===== config.mk =====
export PLATFORM = sky130hd
export DESIGN_NAME = mac_accumulator
export DESIGN_NICKNAME = d
export VERILOG_FILES = /design/src/rtl/mac_accumulator.sv
export SDC_FILE = /design/constraint.sdc
export NUM_CORES = 1
export LEC_CHECK = 0
export CORE_UTILIZATION = 35
export DETAILED_ROUTE_END_ITERATION = 8
export PLACE_DENSITY = 0.55
export SLEW_MARGIN = 0
export SYNTH_ARGS = -nofsm -noshare
export SYNTH_HDL_FRONTEND = slang
export SYNTH_SLANG_ARGS = --single-unit

===== constraint.sdc =====
create_clock -name clk -period 15.86 [get_ports clk]
set_clock_uncertainty 0.05 [all_clocks]
set_input_delay 3.172 -clock clk [delete_from_list [all_inputs] [get_ports clk]]
set_output_delay 3.172 -clock clk [all_outputs]
set_load 0.02 [all_outputs]

===== src/rtl/mac_accumulator.sv =====
// -----------------------------------------------------------------------------
// mac_accumulator
//
// Dot-product accumulate stage that feeds the activation unit. It takes a
// stream of signed INT8 (activation, weight) pairs over a valid/ready
// handshake and sums their products in a wide signed accumulator. At the end
// of each vector it emits one result, saturated to signed OUT_W bits, as a
// single-cycle strobe.
//
// Optional feature (compile-time macro ACC_BIAS_EN):
//   When defined, the module has an extra port bias_in. It is sampled on an
//   accepted start and preloads the accumulator, so saturation applies to the
//   bias+sum total. When undefined, the accumulator starts from zero and the
//   port does not exist.
//
// Parameters
//   ACC_W     internal accumulator width (>= 24, so 255 x 16384 cannot wrap)
//   OUT_W     result width and saturation target
//
// Ports
//   clk        in   1      rising-edge clock
//   rst        in   1      synchronous, active-high reset
//   start      in   1      begin a new vector; honoured only in IDLE
//   vec_len    in   8      number of pairs, sampled on accepted start (0 ok)
//   in_valid   in   1      a_in / w_in carry a pair
//   in_ready   out  1      stage accepts a pair this cycle (high in ACCUM)
//   a_in       in   8      signed activation operand
//   w_in       in   8      signed weight operand
//   bias_in    in   16     signed bias (ACC_BIAS_EN builds only)
//   acc_valid  out  1      one-cycle result strobe (activation-unit enable)
//   acc_out    out  OUT_W  signed saturated result, held until the next one
//   acc_ovf    out  1      result was clamped; qualified by acc_valid
//   busy       out  1      FSM is not in IDLE
// -----------------------------------------------------------------------------
module mac_accumulator #(
  parameter int ACC_W = 24,
  parameter int OUT_W = 16
) (
  input  logic                    clk,
  input  logic                    rst,
  input  logic                    start,
  input  logic [7:0]              vec_len,
  input  logic                    in_valid,
  output logic                    in_ready,
  input  logic [7:0]              a_in,
  input  logic [7:0]              w_in,
`ifdef ACC_BIAS_EN
  input  logic [15:0]             bias_in,
`endif
  output logic                    acc_valid,
  output logic signed [OUT_W-1:0] acc_out,
  output logic                    acc_ovf,
  output logic                    busy
);

  typedef enum logic [1:0] {
    S_IDLE   = 2'd0,
    S_ACCUM  = 2'd1,
    S_OUTPUT = 2'd2
  } state_e;

  localparam logic signed [OUT_W-1:0] SAT_MAX = {1'b0, {(OUT_W-1){1'b1}}};
  localparam logic signed [OUT_W-1:0] SAT_MIN = {1'b1, {(OUT_W-1){1'b0}}};

  state_e                    state_q, state_d;
  logic signed [ACC_W-1:0]   acc_q, acc_d;
  logic [7:0]                count_q, count_d;
  logic [7:0]                len_q, len_d;
  logic signed [OUT_W-1:0]   acc_out_q, acc_out_d;
  logic                      ovf_q, ovf_d;

  logic signed [15:0]        prod;
  logic signed [ACC_W-1:0]   prod_ext;
  logic signed [ACC_W-1:0]   acc_init;
  logic                      last_pair;
  logic [OUT_W:0]            sat_res;

  // Signed 8x8 product. Both operands are cast so the multiply is signed and
  // evaluated at 16 bits, which holds every result including -128 * -128.
  assign prod     = $signed(a_in) * $signed(w_in);
  assign prod_ext = {{(ACC_W-16){prod[15]}}, prod};

`ifdef ACC_BIAS_EN
  assign acc_init = {{(ACC_W-16){bias_in[15]}}, bias_in};
`else
  assign acc_init = '0;
`endif

  // len_q is at least 1 whenever the FSM is in ACCUM, so len_q - 1 cannot
  // underflow when it is used.
  assign last_pair = (count_q == (len_q - 8'd1));

  // Clamp to signed OUT_W. The value fits only when every bit from the MSB
  // down to bit OUT_W-1 is equal. Otherwise the sign bit picks the rail.
  // Result layout: {ovf, value}.
  function automatic logic [OUT_W:0] saturate(input logic signed [ACC_W-1:0] v);
    logic [ACC_W-OUT_W:0] upper;
    upper = v[ACC_W-1:OUT_W-1];
    if ((&upper) || (~|upper)) begin
      saturate = {1'b0, v[OUT_W-1:0]};
    end else if (v[ACC_W-1]) begin
      saturate = {1'b1, SAT_MIN};
    end else begin
      saturate = {1'b1, SAT_MAX};
    end
  endfunction

  assign sat_res = saturate(acc_d);

  // ---------------------------------------------------------------------------
  // Next-state logic
  // ---------------------------------------------------------------------------
  always_comb begin
    // NOTE: every variable gets a default before the case statement. A path
    // that leaves one unassigned would infer a latch.
    state_d   = state_q;
    acc_d     = acc_q;
    count_d   = count_q;
    len_d     = len_q;
    acc_out_d = acc_out_q;
    ovf_d     = ovf_q;

    case (state_q)
      S_IDLE: begin
        if (start) begin
          len_d   = vec_len;
          count_d = '0;
          acc_d   = acc_init;
          state_d = (vec_len == 8'd0) ? S_OUTPUT : S_ACCUM;
        end
      end

      S_ACCUM: begin
        // in_ready is 1 throughout ACCUM, so in_valid alone means an accept.
        if (in_valid) begin
          acc_d   = acc_q + prod_ext;
          count_d = count_q + 8'd1;
          if (last_pair) begin
            state_d = S_OUTPUT;
          end
        end
      end

      S_OUTPUT: begin
        state_d = S_IDLE;
      end

      default: begin
        state_d = S_IDLE;
      end
    endcase

    // Register the result on the edge that enters OUTPUT. This makes
    // acc_out / acc_ovf valid in the same cycle as the acc_valid strobe, and
    // they then hold until the next OUTPUT.
    if ((state_d == S_OUTPUT) && (state_q != S_OUTPUT)) begin
      {ovf_d, acc_out_d} = sat_res;
    end
  end

  // ---------------------------------------------------------------------------
  // State registers (synchronous reset)
  // ---------------------------------------------------------------------------
  // NOTE: sequential state uses non-blocking assignments only. All registers
  // read the old values of the others on the same edge, whatever the order of
  // the statements.
  always_ff @(posedge clk) begin
    if (rst) begin
      state_q   <= S_IDLE;
      acc_q     <= '0;
      count_q   <= '0;
      len_q     <= '0;
      acc_out_q <= '0;
      ovf_q     <= 1'b0;
    end else begin
      state_q   <= state_d;
      acc_q     <= acc_d;
      count_q   <= count_d;
      len_q     <= len_d;
      acc_out_q <= acc_out_d;
      ovf_q     <= ovf_d;
    end
  end

  // Control outputs are decodes of the state register, so they stay glitch
  // free and change only on a clock edge.
  assign in_ready  = (state_q == S_ACCUM);
  assign acc_valid = (state_q == S_OUTPUT);
  assign busy      = (state_q != S_IDLE);
  assign acc_out   = acc_out_q;
  assign acc_ovf   = ovf_q;

endmodule


Word-level counts from Yosys, hierarchy flattened
Cells that the tools add are included.

word-level totals
  flip-flop bits (word level) = 59
  input bits = 28
  logic and storage cells = 41

operators by class
  add/subtract/negate cells = 3
  multiply operators = 1
  equality and inequality tests = 7
  multiplexer cells = 13
  reductions and logical operators = 11

operators by type and width
  kind                   count
  $mux W24               2
  $pmux W24 S2           1
  $add A24 B16 Y24       1
  $mux W17               1
  $mul A8 B8 Y16         1
  $mux W16               1
  $mux W8                2
  $pmux W8 S2            1
  $reduce_and A9 Y1      1
  $reduce_or A9 Y1       1
  $add A8 B1 Y8 const B  1
  $eq A8 B8 Y1           1
  $logic_not A8 Y1       1
  $mux W2                4
  $sub A8 B1 Y8 const B  1
  $ne A2 B2 Y1 const B   3
  $eq A2 B2 Y1 const B   2
  $pmux W2 S2            1
  $reduce_bool A2 Y1     2
  $reduce_and A3 Y1      1
  $eq A2 B1 Y1 const B   1
  $logic_not A2 Y1       1
  $reduce_and A2 Y1      1
  $logic_and A1 B1 Y1    1
  2 further kinds        2

Longest topological paths before layout
Gate-level depths: netlist of the first run.

  depth in word-level cells = 8
  depth in mapped cells = 22
  gate-level depth less buffers = 20

Least setup slack after synthesis of the first run
No wires, ideal clock.

  kind = input -> register
  start point = input port w_in[0]
  end point = register acc_out_q[10] (netlist: acc_out[10])
  setup time = 0.138 ns
  arrival time = 9.007 ns
  required time = 15.672 ns
  path slack = 6.665 ns
  stages on the path = 19
  path buffers = 1
  cells stage by stage = and2_1 -> inv_1 -> fa_1 -> inv_1 -> fa_1 -> fa_1 -> fa_1 -> fa_1 -> ha_1 -> a21oi_2 -> a211oi_2 -> or4_4 -> a21oi_2 -> o211ai_2 -> a2111oi_2 -> nand4_1 -> o32ai_4 -> buf_6 -> o32ai_2

on the way
  cells in the longest elaborated chain, start to end = 8
  elaborated cells on any way between the ends = 10
  classes of those cells = add/sub: 1; mul: 1; mux: 4; reduce/logical: 4

ends and longest elaborated chain
  what                    line  text
  start: declaration      46    input logic [7:0] w_in,
  $mul A8 B8 Y16 (*)      80    assign prod = $signed(a_in) * $signed(w_in);
  $add A24 B16 Y24 (*)    136   acc_d = acc_q + prod_ext;
  $mux W24 (*)            135   if (in_valid) begin
  $pmux W24 S2 (*)        123   case (state_q)
  $reduce_or A9 Y1        99    if ((&upper) || (~|upper)) begin
  $logic_not A1 Y1        99
  $logic_or A1 B1 Y1      99
  $mux W17 (*)            99
  end signal: assignment  180   acc_out_q <= acc_out_d;
  end: declaration        69    logic signed [OUT_W-1:0] acc_out_q, acc_out_d;

Every way passes the cells marked *; elsewhere a longest branch is shown, timed or not.
A chain may end at the register's enable or synchronous reset.

Worst setup path after layout of the first run
  start point = input port w_in[1]
  end point = register acc_out_q[14] (netlist: acc_out[14])

Same word-level chain as after synthesis.

==> flow_metrics.env, run 1 <==
export IMPL_status="completed"
export IMPL_placed_cell_area_sq_um=7731
export IMPL_critPathSlowestCell="a31oi_2"
export IMPL_fillCellCount=1988
export IMPL_final_cell_area_sq_um=8010
export IMPL_fin_cells=1056
export IMPL_ir_worst_vdd_uv=109.1
export IMPL_synth_area_sq_um=7014
export IMPL_setup_viol=0
export IMPL_clkSinkCount=59
export IMPL_grt_use_total=0.1697
export IMPL_drt_iter0_markers=232
export IMPL_maxCapViolations=0
export IMPL_grt_max_degree=70
export IMPL_yosysTopAreaCell="fa_1"
export IMPL_crit_buf_inv=1
export IMPL_cp_required_ns=15.98
export IMPL_yosysSeqAreaShare=0.1684
export IMPL_clk_latency_ns=0.33
export IMPL_firstDrtPassIters=5
export IMPL_async_reset_ff_frac=0
export IMPL_finalNetCount=974
export IMPL_clock_fmax_mhz=101.0
export IMPL_cts_buffers=9
export IMPL_dpl_hpwl_um=12850
export IMPL_clockBufferDepth=2
export IMPL_die_w_um=143.6
export IMPL_die_area_sq_um=20610
export IMPL_ys_ff_latch=59
export IMPL_synth_edf_count=0
export IMPL_drt_total_wl_um=15860
export IMPL_antenna_found_initial=0
export IMPL_initial_core_util=0.3592
export IMPL_gp_congestion=0.8213
export IMPL_end_kind="flop"
export IMPL_drcViolationCount=0
export IMPL_ctsHoldBuffers=0
export IMPL_die_h_um=143.6
export IMPL_critPathMaxFanout=16
export IMPL_worstPathArrival_ns=10.01
export IMPL_cp_common_cell="fa_1"
export IMPL_synth_area_leaders="fa_1, dfxtp_1, ha_1, inv_1, nand2_1"
export IMPL_path_delay_family="adder cells"
export IMPL_ys_flop_type="dfxtp_1"
export IMPL_root_buffer="clkbuf_16"
export IMPL_vias_per_cell=4.961
export IMPL_rsz0062_at_grt="no"
export IMPL_wl_per_cell_um=15.02
export IMPL_vias=5239
export IMPL_io_buffers=47
export IMPL_p_leak_nw=3.463
export IMPL_slew_headroom=0.3144
export IMPL_rows=51
export IMPL_postRouteAntennaNets=0
export IMPL_cts_tree="done"
export IMPL_crit_type="primary input to flop"
export IMPL_drv_slew=0
export IMPL_netlist_instances=749
export IMPL_fin_crit_sh=0.6240
export IMPL_crit_chain="clkdlybuf4s50_1 > and2_1 > fa_1 > fa_1 > fa_1 > fa_1 > ha_1 > ha_1 > a21oi_1 > o211ai_1 > nand2_1 > o21ai_1 > o41ai_1 > mux2i_1 > nand3_1 > a31oi_2 > o32ai_2"
export IMPL_tightestPinTransition_ns=1.025
export IMPL_overflow=0
export IMPL_fin_crit_ns=9.897
export IMPL_cpPeakStageDelay_ns=0.89
export IMPL_synth_net_count=937
export IMPL_fin_setup_tns_ns=0
export IMPL_post_cts_setup_buffer_count=0
export IMPL_postLayoutCoreUtil=0.4102
export IMPL_coreArea_sq_um=19530
export IMPL_powerDensity_nw_per_um2=227.7
export IMPL_min_path_type="flop to flop"
export IMPL_drive_above_1_share=0.06448
export IMPL_grt_pass1_vias=5404
export IMPL_antenna_cells=0
export IMPL_avgSynthCellArea_sq_um=9.365
export IMPL_ys_warn_count=0
export IMPL_grt_pass1_wl_um=27470
export IMPL_synthToLayoutAreaGrowth_pct=14.20
export IMPL_timing_reg2reg_setup_slack_ns=9.64
export IMPL_synth_distinct_cells=65
export IMPL_clk_pin_slew_ns=0.06
export IMPL_cts_resized_gates=0
export IMPL_cts_htree_levels=3
export IMPL_finalHoldViolCount=0
export IMPL_ios=48
export IMPL_dp_cells=1040
export IMPL_cp_start_kind="primary input"
export IMPL_finalPower_mw=1.824
export IMPL_yosysTopAreaCellShare=0.2968
==> Yosys cell counts (all sizes together), types with 10 or more instances <==
cell	instances
xnor2	22
clkbuf	20
xor2	12
nand2	70
nand3	12
and2	34
ha	56
nor3	10
dfxtp	59
nor2	60
inv	94
o32ai	16
o21ai	16
fa	104
a21oi	37
or3	16
==> sequential cells by signal (all words and copies together), names as in the netlist <==
name     cells
acc_ovf      1
count_q      8
acc_out     16
len_q        8
state_q      2
acc_q       24
==> through the flow <==
step	setup slack, ns	hold slack, ns
floorplan	6.665	0.3981
global placement	5.696	0.4106
detailed placement	5.647	0.4166
CTS	5.985	0.4243
global route	5.568	0.4464
finish	5.963	0.4157
==> final timing paths <==
| check | startpoint | to | depth (start not counted) |
|---|---|---|---|
| worst max register to register | acc_q[6]$_SDFF_PP0_ | acc_out[0]$_SDFFE_PP0P_ | 19 |
| worst max-delay path | w_in[1] | acc_out[14]$_SDFFE_PP0P_ | 17 |
| worst min register to register | len_q[7]$_SDFFE_PP0P_ | len_q[7]$_SDFFE_PP0P_ | 2 |
| worst min-delay path | len_q[7]$_SDFFE_PP0P_ | len_q[7]$_SDFFE_PP0P_ | 2 |
==> power breakdown <==
part	total [mW]	internal, mW	switching (mW)	leakage [nW]
combinational	1.45	0.594	0.859	2.85
clock	0.182	0.110	0.0727	0.139
sequential	0.189	0.167	0.0221	0.478
total	1.82	0.870	0.954	3.46
==> cells by family (layout without fill, tap and decap cells) <==
| kind of cell | Yosys count | count (layout) | synth area share |
|---|---|---|---|
| adders and majority gates | 160 | 160 | 0.3967 |
| xor gates and xnor gates | 34 | 34 | 0.04353 |
| buffers and inverters | 121 | 163 | 0.06761 |
| muxes | 2 | 2 | 0.002854 |
| and+or+nand+nor | 242 | 242 | 0.1730 |
| AOI/OAI and AO/OA | 131 | 131 | 0.1479 |
| DFF | 59 | 59 | 0.1684 |
==> per-layer routing <==
layer / track usage / up-vias / routed length (um)
met4: 0.02800 / 0 / 163
li1: - / 2597 / -
met5: 0 / - / 0
met3: 0.02532 / 13 / 472
met2: 0.2956 / 80 / 7902
met1: 0.2245 / 2549 / 7317
==> final cells by class <==
class / instances / area [sq um] / area share
clock buffers: 10 / 239.0 / 0.02983
clock inverters: 6 / 40.04 / 0.004998
inverters: 95 / 356.6 / 0.04452
multi-input cells: 569 / 5359 / 0.6690
flip-flops and latches: 59 / 1181 / 0.1475
well taps: 265 / 331.6 / 0.04139
repair buffers: 52 / 503.0 / 0.06279
==> worst min-delay path, cell delays in order, from the launching register on <==
cell	delay [ns]
dfxtp_1	0.32
nand2_1	0.05
a21oi_1	0.05
==> cell usage in the layout (no fill, tap or decap), drive strengths merged, types with 22 or more instances in the layout <==
master,count
xnor2,22
dfxtp,59
and2,34
clkdlybuf4s50,46
nand2,70
fa,104
ha,56
a21oi,37
inv,95
nor2,60
Note: power is estimated with default switching activity, not from simulation.
==> run 2, diff against run 1 <==
Settings changed: PLACE_DENSITY 0.55 to 0.57.
Clock period 15.86 ns to 7.95 ns, I/O delays scaled along.
==> run 2 against run 1 <==
Effect of this change:
- final area is 3.6% higher
- non-clock buffer count grew 33
- final cell count grew 3.1%
- register-to-register slack lost 7.5 ns
- critical path depth rose by 2
- combinational power up 120%
- flip-flop and latch count unchanged
- global-route usage about the same
- routed wire length shrank 0.91%
- largest power group unchanged
==> flow_metrics.env, run 2 (synthesis gave the netlist of run 1 again) <==
export IMPL_status="completed"
export IMPL_ctsHoldBuffers=0
export IMPL_path_delay_family="adder cells"
export IMPL_coreArea_sq_um=19530
export IMPL_wl_per_cell_um=14.43
export IMPL_grt_use_total=0.1696
export IMPL_tightestPinTransition_ns=0.9754
export IMPL_clkSinkCount=59
export IMPL_critPathMaxFanout=16
export IMPL_largest_reg_flops=24
export IMPL_p_leak_nw=3.632
export IMPL_root_buffer="clkbuf_16"
export IMPL_firstDrtPassIters=5
export IMPL_rsz0062_at_grt="no"
export IMPL_cp_required_ns=8.08
export IMPL_timing_reg2reg_setup_slack_ns=2.18
export IMPL_fin_setup_tns_ns=0
export IMPL_gp_congestion=0.8372
export IMPL_grt_pass1_vias=5528
export IMPL_grt_busiest_layer="met2"
export IMPL_placed_cell_area_sq_um=8004
export IMPL_ir_worst_vdd_uv=241.0
export IMPL_antenna_cells=0
export IMPL_io_buffers=47
export IMPL_drcViolationCount=0
export IMPL_powerDensity_nw_per_um2=469.2
export IMPL_clk_pin_slew_ns=0.05
export IMPL_layout_common_cells="fa_1, inv_1, nand2_1, nor2_1, dfxtp_1"
export IMPL_finalNetCount=1007
export IMPL_die_h_um=143.6
export IMPL_clk_latency_ns=0.32
export IMPL_p_clk_frac=0.097
export IMPL_cp_start_kind="primary input"
export IMPL_grt_util_met2=0.2900
export IMPL_switching_power_mw=1.957
export IMPL_p_comb_frac=0.806
export IMPL_min_path_type="flop to flop"
export IMPL_clock_fmax_mhz=134.0
export IMPL_r2r_cells=20
export IMPL_ios=48
export IMPL_p_seq_frac=0.097
export IMPL_grt_pass1_wl_um=27650
export IMPL_die_area_sq_um=20610
export IMPL_slew_headroom=0.3484
export IMPL_end_kind="flop"
export IMPL_antenna_found_initial=0
export IMPL_drt_total_wl_um=15710
export IMPL_drv_slew=0
export IMPL_vias_per_cell=4.883
export IMPL_drt_iter0_markers=263
export IMPL_critPathSlowestCell="clkdlybuf4s50_1"
export IMPL_power_switching_share=0.5025
export IMPL_cts_buffers=9
export IMPL_synthToLayoutAreaGrowth_pct=18.30
export IMPL_rows=51
export IMPL_cts_tree="done"
export IMPL_setup_viol=0
export IMPL_die_w_um=143.6
export IMPL_overflow=0
export IMPL_cpPeakStageDelay_ns=0.63
export IMPL_cts_resized_gates=0
export IMPL_dpl_hpwl_um=13140
export IMPL_fin_crit_ns=7.462
export IMPL_postRouteAntennaNets=0
export IMPL_crit_type="primary input to flop"
export IMPL_mostFrequentLayoutCell="fa_1"
export IMPL_grt_util_met3=0.02199
export IMPL_maxCapViolations=0
export IMPL_cts_htree_levels=3
export IMPL_holdPathStages=2
export IMPL_drive_above_1_share=0.1019
export IMPL_finalHoldViolCount=0
export IMPL_p_int_mw=1.937
export IMPL_final_cell_area_sq_um=8298
export IMPL_use_met1=0.2311
export IMPL_crit_buf_inv=3
export IMPL_fin_crit_sh=0.9386
export IMPL_worstPathArrival_ns=7.59
export IMPL_initial_core_util=0.3592
export IMPL_crit_cells=19
export IMPL_crit_chain="clkdlybuf4s50_1 > nand2_1 > fa_1 > fa_1 > inv_1 > fa_1 > fa_1 > fa_1 > ha_1 > a21oi_2 > a211oi_2 > nor2_1 > or4_1 > a31oi_1 > xnor2_1 > o21ai_4 > o32ai_4 > buf_12 > o32ai_2"
export IMPL_post_cts_setup_buffer_count=0
export IMPL_regMostFlops="acc_q"
export IMPL_grt_max_degree=70
export IMPL_clockBufferDepth=2
export IMPL_cp_common_cell="fa_1"
export IMPL_vias=5318
## run 2: cell count changes in the layout (fill, tap and decap cells not counted), sizes merged
cell,before,now
bufinv,0,1
clkinvlp,1,2
buf,6,39
clkbuf,10,9
inv,95,94
## run 2: layout make-up
type | instances | area (sq um)
fill | 1973 | 11230
clock buffer | 9 | 225.2
multi-input combinational | 569 | 5359
timing repair buffer | 85 | 775.7
clock inverter | 7 | 68.82
sequential | 59 | 1181
inverter | 95 | 356.6
tap | 265 | 331.6
## run 2: through the flow
stage	cells	utilization	setup WS [ns]	total power [mW]	hold WS, ns
floorplan	749	-	0.3372	2.680	0.3981
global placement	1073	0.4099	0.2239	3.533	0.4279
detailed placement	1073	0.4099	0.1696	3.532	0.4319
CTS	1089	0.4250	0.4741	3.941	0.4393
global route	1089	0.4250	0.07280	4.344	0.4647
finish	1089	0.4250	0.4878	3.893	0.4328
## run 2: worst min-delay path, cell delays in order, from the launching register on
cell and delay (ns):
dfxtp_1 0.32, nand2_1 0.06, a21oi_1 0.05
## run 2: layer usage
metal	up-vias	part of all wire	wire length, um
li1	2662	-	-
met1	2583	0.47	7431
met2	69	0.50	7830
met3	4	0.024	374
met4	0	0.0048	75
met5	-	0	0
## run 2: worst paths after layout
path / from / endpoint
worst max-delay path: w_in[3] / acc_out[10]$_SDFFE_PP0P_
worst min-delay path: len_q[7]$_SDFFE_PP0P_ / len_q[7]$_SDFFE_PP0P_
worst max register to register: acc_q[6]$_SDFF_PP0_ / acc_out[10]$_SDFFE_PP0P_
worst min register to register: len_q[7]$_SDFFE_PP0P_ / len_q[7]$_SDFFE_PP0P_
## run 2: power groups by stage
stage	clock network, mW	logic, mW	registers (mW)
finish	0.378	3.14	0.376
global route	0.402	3.56	0.382
global placement	0	3.15	0.385
CTS	0.389	3.17	0.379
detailed placement	0	3.15	0.385
floorplan	0	2.31	0.365
